<file path="src/rtl/cmp_window_stats_if.sv">
// cmp_window_stats_if: sample-input and window-result handshake bundle for cmp_window_stats
interface cmp_window_stats_if #(
    parameter int N      = 8,
    parameter int WINDOW = 16
);
    localparam int CW = $clog2(WINDOW + 1);

    logic          in_valid;
    logic          in_ready;
    logic [N-1:0]  a;
    logic [N-1:0]  b;
    logic          lesser;
    logic          equal;
    logic          greater;
    logic          out_valid;
    logic          out_ready;
    logic [CW-1:0] cnt_lt;
    logic [CW-1:0] cnt_eq;
    logic [CW-1:0] cnt_gt;
    logic [N-1:0]  max_val;
    logic          flag_err;

    modport master (
        output in_valid, a, b, lesser, equal, greater, out_ready,
        input  in_ready, out_valid, cnt_lt, cnt_eq, cnt_gt, max_val, flag_err
    );

    modport slave (
        input  in_valid, a, b, lesser, equal, greater, out_ready,
        output in_ready, out_valid, cnt_lt, cnt_eq, cnt_gt, max_val, flag_err
    );
endinterface

</file>
<file path="src/rtl/cmp_window_stats.sv">
// cmp_window_stats: per-window outcome counts and winning-operand maximum over comparator results
module cmp_window_stats #(
    parameter int N      = 8,
    parameter int WINDOW = 16
) (
    input logic               clk,
    input logic               rst_n,
    cmp_window_stats_if.slave bus
);
    localparam int CW = $clog2(WINDOW + 1);

    typedef enum logic {COLLECT, REPORT} state_t;

    state_t        r_state;
    logic [CW-1:0] r_samples;
    logic [CW-1:0] r_cnt_lt;
    logic [CW-1:0] r_cnt_eq;
    logic [CW-1:0] r_cnt_gt;
    logic [N-1:0]  r_max;
    logic          r_err;

    logic          w_accept;
    logic          w_onehot;
    logic          w_last;
    logic [N-1:0]  w_winner;

    // odd parity excluding the all-three case leaves exactly one flag set
    assign w_accept = bus.in_valid & (r_state == COLLECT);
    assign w_onehot = (bus.lesser ^ bus.equal ^ bus.greater) & ~(bus.lesser & bus.equal & bus.greater);
    assign w_winner = bus.greater ? bus.a : bus.b;
    assign w_last   = r_samples == CW'(WINDOW - 1);

    assign bus.in_ready  = r_state == COLLECT;
    assign bus.out_valid = r_state == REPORT;
    assign bus.cnt_lt    = r_cnt_lt;
    assign bus.cnt_eq    = r_cnt_eq;
    assign bus.cnt_gt    = r_cnt_gt;
    assign bus.max_val   = r_max;
    assign bus.flag_err  = r_err;

    // window FSM: accumulate accepted samples, hold the result until downstream takes it
    always_ff @(posedge clk or negedge rst_n) begin
        if (!rst_n) begin
            r_state   <= COLLECT;
            r_samples <= '0;
            r_cnt_lt  <= '0;
            r_cnt_eq  <= '0;
            r_cnt_gt  <= '0;
            r_max     <= '0;
            r_err     <= 1'b0;
        end else if (r_state == COLLECT) begin
            if (w_accept) begin
                r_samples <= r_samples + CW'(1);
                if (w_onehot) begin
                    if (bus.lesser)  r_cnt_lt <= r_cnt_lt + CW'(1);
                    if (bus.equal)   r_cnt_eq <= r_cnt_eq + CW'(1);
                    if (bus.greater) r_cnt_gt <= r_cnt_gt + CW'(1);
                    if (w_winner > r_max) r_max <= w_winner;
                end else begin
                    r_err <= 1'b1;
                end
                if (w_last) r_state <= REPORT;
            end
        end else if (bus.out_ready) begin
            r_state   <= COLLECT;
            r_samples <= '0;
            r_cnt_lt  <= '0;
            r_cnt_eq  <= '0;
            r_cnt_gt  <= '0;
            r_max     <= '0;
            r_err     <= 1'b0;
        end
    end
endmodule

</file>
<file path="src/flat_wrapper.sv">
// flat-port wrapper written by rule: the top's interface ports become plain ports
module cmp_window_stats_flat 
#(
    parameter int N      = 8,
    parameter int WINDOW = 16
)
  (clk, rst_n, bus_in_valid, bus_a, bus_b, bus_lesser, bus_equal, bus_greater, bus_out_ready, bus_in_ready, bus_out_valid, bus_cnt_lt, bus_cnt_eq, bus_cnt_gt, bus_max_val, bus_flag_err);
  cmp_window_stats_if #(.N(N), .WINDOW(WINDOW)) bus_i ();
  input logic clk;
  input logic rst_n;
  input wire logic [$bits(bus_i.in_valid)-1:0] bus_in_valid;
  input wire logic [$bits(bus_i.a)-1:0] bus_a;
  input wire logic [$bits(bus_i.b)-1:0] bus_b;
  input wire logic [$bits(bus_i.lesser)-1:0] bus_lesser;
  input wire logic [$bits(bus_i.equal)-1:0] bus_equal;
  input wire logic [$bits(bus_i.greater)-1:0] bus_greater;
  input wire logic [$bits(bus_i.out_ready)-1:0] bus_out_ready;
  output wire logic [$bits(bus_i.in_ready)-1:0] bus_in_ready;
  output wire logic [$bits(bus_i.out_valid)-1:0] bus_out_valid;
  output wire logic [$bits(bus_i.cnt_lt)-1:0] bus_cnt_lt;
  output wire logic [$bits(bus_i.cnt_eq)-1:0] bus_cnt_eq;
  output wire logic [$bits(bus_i.cnt_gt)-1:0] bus_cnt_gt;
  output wire logic [$bits(bus_i.max_val)-1:0] bus_max_val;
  output wire logic [$bits(bus_i.flag_err)-1:0] bus_flag_err;
  assign bus_i.in_valid = bus_in_valid;
  assign bus_i.a = bus_a;
  assign bus_i.b = bus_b;
  assign bus_i.lesser = bus_lesser;
  assign bus_i.equal = bus_equal;
  assign bus_i.greater = bus_greater;
  assign bus_i.out_ready = bus_out_ready;
  assign bus_in_ready = bus_i.in_ready;
  assign bus_out_valid = bus_i.out_valid;
  assign bus_cnt_lt = bus_i.cnt_lt;
  assign bus_cnt_eq = bus_i.cnt_eq;
  assign bus_cnt_gt = bus_i.cnt_gt;
  assign bus_max_val = bus_i.max_val;
  assign bus_flag_err = bus_i.flag_err;
  cmp_window_stats #(.N(N), .WINDOW(WINDOW)) u_core (.clk(clk), .rst_n(rst_n), .bus(bus_i));
endmodule
</file>
<file path="config.mk">
export PLATFORM = sky130hd
export DESIGN_NAME = cmp_window_stats_flat
export DESIGN_NICKNAME = d
export VERILOG_FILES = /design/src/rtl/cmp_window_stats_if.sv /design/src/rtl/cmp_window_stats.sv /design/src/flat_wrapper.sv
export SDC_FILE = /design/constraint.sdc
export NUM_CORES = 1
export LEC_CHECK = 0
export ABC_AREA = 0
export CAP_MARGIN = 20
export CORE_ASPECT_RATIO = 0.6
export CORE_MARGIN = 5
export CORE_UTILIZATION = 41
export CTS_CLUSTER_DIAMETER = 50
export DETAILED_ROUTE_END_ITERATION = 8
export GPL_TIMING_DRIVEN = 1
export PLACE_DENSITY = 0.72
export SKIP_LAST_GASP = 1
export SLEW_MARGIN = 20
export SYNTH_ARGS = -nofsm -noshare
export SYNTH_HDL_FRONTEND = slang
export SYNTH_SLANG_ARGS = --single-unit
</file>
<file path="constraint.sdc">
create_clock -name clk -period 2.8 [get_ports clk]
set_input_delay 0.7 -clock clk [delete_from_list [all_inputs] [get_ports clk]]
set_output_delay 0.7 -clock clk [all_outputs]
set_load 0.02 [all_outputs]
</file>
# After elaboration in Yosys (flattened, before gate mapping)
# Index checks and enable logic that the tools add are counted.
# totals
inputBits,23
out_inout_bits,26
wordCells,64
ff_bits,30
# classes
add_sub_neg,4
order_cmp,1
bitwise,8
n_reduce_logical,12
eq_ne,3
muxes,29
# ops
cell,count
$mux 5,15
$mux 8,6
$add 5x1->5 const B,4
$reduce_and 4->1,4
$reduce_bool 2->1,6
$gt 8x8->1,1
$mux 1,8
$eq 5x4->1 const B,1
$and 1x1->1,4
$reduce_and 3->1,1
$ne 2x1->1 const B,1
$ne 2x2->1 const B,1
$not 1->1,2
$reduce_and 2->1,1
$xor 1x1->1,2

# Depth between registers and ports, before layout
# Gate-level depths: netlist of run 1.
# depth
word_depth,7
mapped_depth,10
depth_no_buf,8

# Worst setup path after synthesis of run 1
# Ideal clock, no wire load.
# synth_path
path_type,input to register
start,input port bus_greater
end,"register u_core.r_max[2], in the netlist u_core.bus.max_val[2]"
stages,10
path_buffers,2
required_ns,2.680
setup_time_ns,0.120
setup_slack_ns,0.282
arrival_ns,2.398
cell_sequence,buf_6 -> mux2_2 -> ha_1 -> nor2b_1 -> o211ai_1 -> a21o_2 -> a21oi_4 -> buf_6 -> a211oi_2 -> a31o_1
# synth_via
elab_chain_len,5
elab_cells_between_ends,13
cone_classes,order compare (1); mux (5); bitwise (4); reduce/logical (3)
# synth_lines
item,line_no,text
from (decl),flat_wrapper.sv:16,input wire logic [$bits(bus_i.greater)-1:0] bus_greater;
branches (longest 5 deep; another with $gt 8x8->1),-,
to (signal assigned),cmp_window_stats.sv:58,if (w_winner > r_max) r_max <= w_winner;
to (decl),cmp_window_stats.sv:19,logic [N-1:0] r_max;
# Several ways; the timed one is not identified. The select of a mux whose other input is x is not followed.
# A chain may end at the register's enable or synchronous reset.

# Worst setup path after layout of run 1
# layout_path
start,input port bus_greater
end,"register u_core.r_max[3], in the netlist u_core.bus.max_val[3]"
# The elaborated chain is that of the path after synthesis.

==> metrics.cfg, run 1 <==
[run_status]
run_status=finished, final reports clean

[routing]
drc_errors=0
dr.pass1.iters=4
routed_wl_mm=4.18
drt_iter0_markers=121
via_count=1499
ant_nets=0
via_per_inst=5.03
routedWlPerCell_um=14.0

[power_and_ir_drop]
peakVddDrop_mv=0.344
leakage_nw=1.14
p_switching_mw=0.825
powerDensity_nw_per_um2=912
combPwrFrac=0.445
clockPowerShare=0.235
seqPwrFrac=0.321
total_power_mw=2.33
p_sw_frac=0.353
p_int_mw=1.51

[synthesis]
synth_top_cell_area_share=0.425
synthSimpleGateAreaFrac=0.135
synth_top_family_by_area=compound AO/OA/AOI/OAI gates
synth-seq-cells=30
yosysWarnings=0
synthCells=172
synth_area_um2=1770
synth-xor-area-share=0.0546
synthTopCellsByArea=dfrtp_1, ha_1, mux2_2
synth.largest_area_cell=dfrtp_1
postSynthAreaPerCell_um2=10.3
synth_adder_area_share=0.0992
synth-edff-count=0
async_reset_ff_frac=1.00
syn-num-nets=209
synthFlopType=dfrtp_1
synth_cell_types=38
yosysSeqAreaShare=0.425
synth_mux_area_frac=0.0737
synth_compound_area_frac=0.150

[layout]
layout_commonest_cell=clkdlybuf4s50_1
ff_latch_area_um2=751
fillCellCount=352
drive_above_1_share=0.206
final_cell_mix=clkdlybuf4s50_1, dfrtp_1, nor2_1
diodes=0
area_growth_pct=45.0
multiInputGateArea_um2=921
fin_nets=274
stdcell_area_um2=2560

[cts]
root_buffer=clkbuf_8
clock_latency_ns=0.29
cts_buffer_depth=2
clock-sinks=30
htreeDepth=2
clkTransAtPathRegs_ns=0.06
tritoncts=built
cts_buffers=5

[placement]
place.gp.congestion=0.815
io_buffers=48
postPlaceCellArea_um2=2380
place_hpwl_mm=3.17

[die]
die_w_um=94.7
initial_core_util=0.426
coreArea_um2=4140
die_area_um2=5760
die_h_um=60.8
rows=18
ios=49

[timing]
clock_skew_ns=0.00640
hold_viol=0
finalCritPeriodShare=0.929
worst_slew_pin_slew_ns=0.381
setup_viol_count_final=0
drv_slew=0
period_minus_slack_ns=2.60
fin_hold_ws_ns=0.497
max_slew_margin=0.746
grt_setup_unrepaired=false
fmax_ghz=0.384

[job]
max-cap-violations=0

[global_route]
overflow=0
antenna_found_initial=0
grt_pass1_vias=1429
grt_usage=0.157
grt_pass1_wl_mm=6.80
grt_max_degree=31

[hold_path]
min_path_type=flop to flop

[worst_setup_path]
cp_data_arrival_time_ns=2.78
cp.required_ns=2.97
worstSetupEndpointType=flop
path_class=primary input to flop
cp-start-kind=primary input
worstPathMaxFanout=8

[final timing paths]
path | startpoint | to | slack [ns] | cells past startpoint
worst max-delay path | bus_greater | u_core.bus.max_val[3]$_DFFE_PN0P_ | 0.20 | 10
min in group asynchronous | rst_n | u_core.bus.max_val[4]$_DFFE_PN0P_ | 0.80 | 2
worst max register to register | u_core.bus.max_val[6]$_DFFE_PN0P_ | u_core.bus.max_val[3]$_DFFE_PN0P_ | 0.89 | 8
worst min register to register | u_core.r_samples[4]$_DFFE_PN0P_ | u_core.r_samples[4]$_DFFE_PN0P_ | 0.50 | 2
worst min-delay path | u_core.r_samples[4]$_DFFE_PN0P_ | u_core.r_samples[4]$_DFFE_PN0P_ | 0.50 | 2
max in group asynchronous | rst_n | u_core.r_samples[1]$_DFFE_PN0P_ | 1.71 | 2
[metal layers]
layer	routed length, um	GRT usage
met2	1750	0.224
met4	44	0.0534
met5	0	0
met1	2130	0.230
met3	249	0.0421
[synth_stat cells, types with 2 or more instances]
cell type and count:
dfrtp_1 30, a31o_2 5, ha_1 14, and3_1 3
a21oi_1 3, o21ai_0 9, a211oi_1 6, nand4_1 9
buf_6 3, nand3_1 2, mux2_2 8, mux2i_1 4
inv_1 11, clkbuf_1 2, nand2_1 15, nor2_1 17
xor2_1 10
[layout make-up]
cell class	count	area share
well taps	60	0.0293
flip-flops and latches	30	0.293
clock buffers	6	0.0323
clock inverters	2	0.0235
multi-input cells	122	0.360
inverters	12	0.0176
repair buffers	66	0.244
[power by group through the flow]
stage	Sequential, mW	Combinational (mW)	Clock (mW)
after floorplan	0.892	0.419	0
after global routing	0.775	1.14	0.576
after CTS	0.748	1.05	0.557
after detailed placement	0.754	1.02	0
final	0.749	1.04	0.548
after global placement	0.750	1.00	0
[logic make-up after synthesis]
logic type / count (synthesis)
xor gates and xnor gates: 11
DFF: 30
AOI/OAI and AO/OA: 35
adders and majority gates: 14
and+or+nand+nor: 50
muxes: 12
buffers and inverters: 20
[critical path: stages]
cell and delay (ns):
dlygate4sd2_1 0.25, buf_6 0.14, mux2_2 0.35, ha_1 0.32, nand4_1 0.15, a21o_2 0.25
a21oi_4 0.18, buf_6 0.15, a211oi_1 0.05, a31o_2 0.23
[repair_timing]
item,in CTS,in global routing
gates resized for setup,6,0
hold buffers,0,0
hold endpoints to repair,0,0
buffers inserted,1,0
endpoints found under the setup margin,8,0
[state kept, by name (all words and copies together) (netlist names)]
| register | count |
|---|---|
| u_core.bus.max_val | 8 |
| u_core.r_samples | 5 |
| u_core.bus.flag_err | 1 |
| u_core.bus.cnt_eq | 5 |
| u_core.bus.cnt_gt | 5 |
| u_core.bus.cnt_lt | 5 |
| u_core.bus.out_valid | 1 |
[through the flow]
stage,cells,TNS (ns),setup slack [ns],util
3_3_place_gp,289,-2.18,-0.311,0.575
2_1_floorplan,172,0,0.282,-
3_5_place_dp,289,-2.78,-0.401,0.575
5_1_grt,298,0,0.0789,0.618
6_report,298,0,0.198,0.618
4_1_cts,298,0,0.196,0.618
Power figures use the tool's default switching activity.
==> run 2: changes to the inputs <==
--- a/config.mk
+++ b/config.mk
@@ -14,6 +14,7 @@
 export DETAILED_ROUTE_END_ITERATION = 8
 export GPL_TIMING_DRIVEN = 1
 export PLACE_DENSITY = 0.72
+export SKIP_CTS_REPAIR_TIMING = 1
 export SKIP_LAST_GASP = 1
 export SLEW_MARGIN = 20
 export SYNTH_ARGS = -nofsm -noshare
==> run 2 against run 1 <==
Via count did not move. Largest cell class unchanged. Critical path depth fell by 1. Design area fell by 0.15%. Maximum frequency rose by 0.40%. Die area did not move. Sequential share of layout area barely moved. Hold slack improved by 0.0023 ns.
==> metrics.cfg, run 2 (synthesis gave the netlist of run 1 again) <==
[layout]
largest_reg_flops=8
fillCellCount=356
drive_above_1_share=0.203
fin_nets=273
layout_commonest_cell=clkdlybuf4s50_1
area_growth_pct=44.8
diodes=0
stdcell_area_um2=2560
instances_no_fill=297
final_cell_mix=clkdlybuf4s50_1, dfrtp_1, nor2_1
fin_util=0.617
ff_latch_area_um2=751
multiInputGateArea_um2=921

[die]
initial_core_util=0.426
coreArea_um2=4140
die_area_um2=5760
die_w_um=94.7
ios=49
die_h_um=60.8
rows=18

[timing]
grt_setup_unrepaired=false
fmax_ghz=0.386
worst_slew_pin_slew_ns=0.385
finalCritPeriodShare=0.926
setup_viol_count_final=0
drv_slew=0
max_slew_margin=0.743
period_minus_slack_ns=2.59
finalWorstSetupSlack_ns=0.209
clock_skew_ns=0.00719
hold_viol=0

[routing]
routed_wl_mm=4.21
drc_errors=0
dr.pass1.iters=4
ant_nets=0
drt_iter0_markers=102
routedWlPerCell_um=14.2
via_count=1499
via_per_inst=5.05

[cts]
tritoncts=built
htreeDepth=2
clkTransAtPathRegs_ns=0.06
clock_latency_ns=0.29
cts_buffer_depth=2
root_buffer=clkbuf_8
clock-sinks=30
cts_buffers=5

[job]
max-cap-violations=0

[power_and_ir_drop]
powerDensity_nw_per_um2=914
total_power_mw=2.34
leakage_nw=1.14
peakVddDrop_mv=0.341

[global_route]
overflow=0
grt_pass1_vias=1429
grt_usage=0.157
grt_max_degree=31
antenna_found_initial=0
grt_pass1_wl_mm=6.78

[placement]
pre_cts_slack_ns=-0.401
postPlaceCellArea_um2=2380
place_inst=289
place_hpwl_mm=3.17
io_buffers=48
place.gp.congestion=0.815

[run_status]
run_status=finished, final reports clean

[worst_setup_path]
cp-start-kind=primary input
cp.required_ns=2.97
worstSetupEndpointType=flop
cp_data_arrival_time_ns=2.76
path_class=primary input to flop
worstPathMaxFanout=8

[hold_path]
min_path_type=flop to flop

run 2: metrics by stage:
stage,TNS (ns),hold WS [ns]
2_1_floorplan,0,0.404
3_5_place_dp,-2.78,0.491
6_report,0,0.499
3_3_place_gp,-2.18,0.467
4_1_cts,-0.448,0.505
5_1_grt,0,0.541
run 2: layer usage:
metal,wire (um),up-vias,track usage,share of wire
met2,1740,50,0.224,0.41
li1,-,740,-,-
met3,272,4,0.0421,0.065
met1,2160,705,0.229,0.51
met4,29,0,0.0534,0.0069
met5,0,-,0,0
run 2: area by class of cell:
class,count,area share
repair buffers,65,0.243
clock buffers,6,0.0323
well taps,60,0.0294
flip-flops and latches,30,0.294
multi-input cells,122,0.360
inverters,12,0.0176
clock inverters,2,0.0235
run 2: final timing paths:
path,slack (ns),startpoint,cells past startpoint,to
min reg2reg,0.50,u_core.r_samples[4]$_DFFE_PN0P_,2,u_core.r_samples[4]$_DFFE_PN0P_
min in group asynchronous,0.80,rst_n,2,u_core.bus.max_val[4]$_DFFE_PN0P_
max,0.21,bus_a[7],9,u_core.bus.max_val[3]$_DFFE_PN0P_
min,0.50,u_core.r_samples[4]$_DFFE_PN0P_,2,u_core.r_samples[4]$_DFFE_PN0P_
max in group asynchronous,1.70,rst_n,2,u_core.r_samples[0]$_DFFE_PN0P_
max reg2reg,0.87,u_core.bus.max_val[6]$_DFFE_PN0P_,8,u_core.bus.max_val[3]$_DFFE_PN0P_
run 2: worst max-delay path, stage by stage:
cell and delay, ns:
clkdlybuf4s50_1 0.43, mux2_2 0.29, ha_1 0.31, nand4_1 0.15
a21o_2 0.25, a21oi_4 0.19, buf_6 0.16, a211oi_1 0.05
a31o_2 0.23
run 2: report_power, final:
group / total [mW] / internal [mW] / switching, mW
Clock: 0.547 / 0.380 / 0.168
Sequential: 0.749 / 0.598 / 0.151
Combinational: 1.04 / 0.532 / 0.507
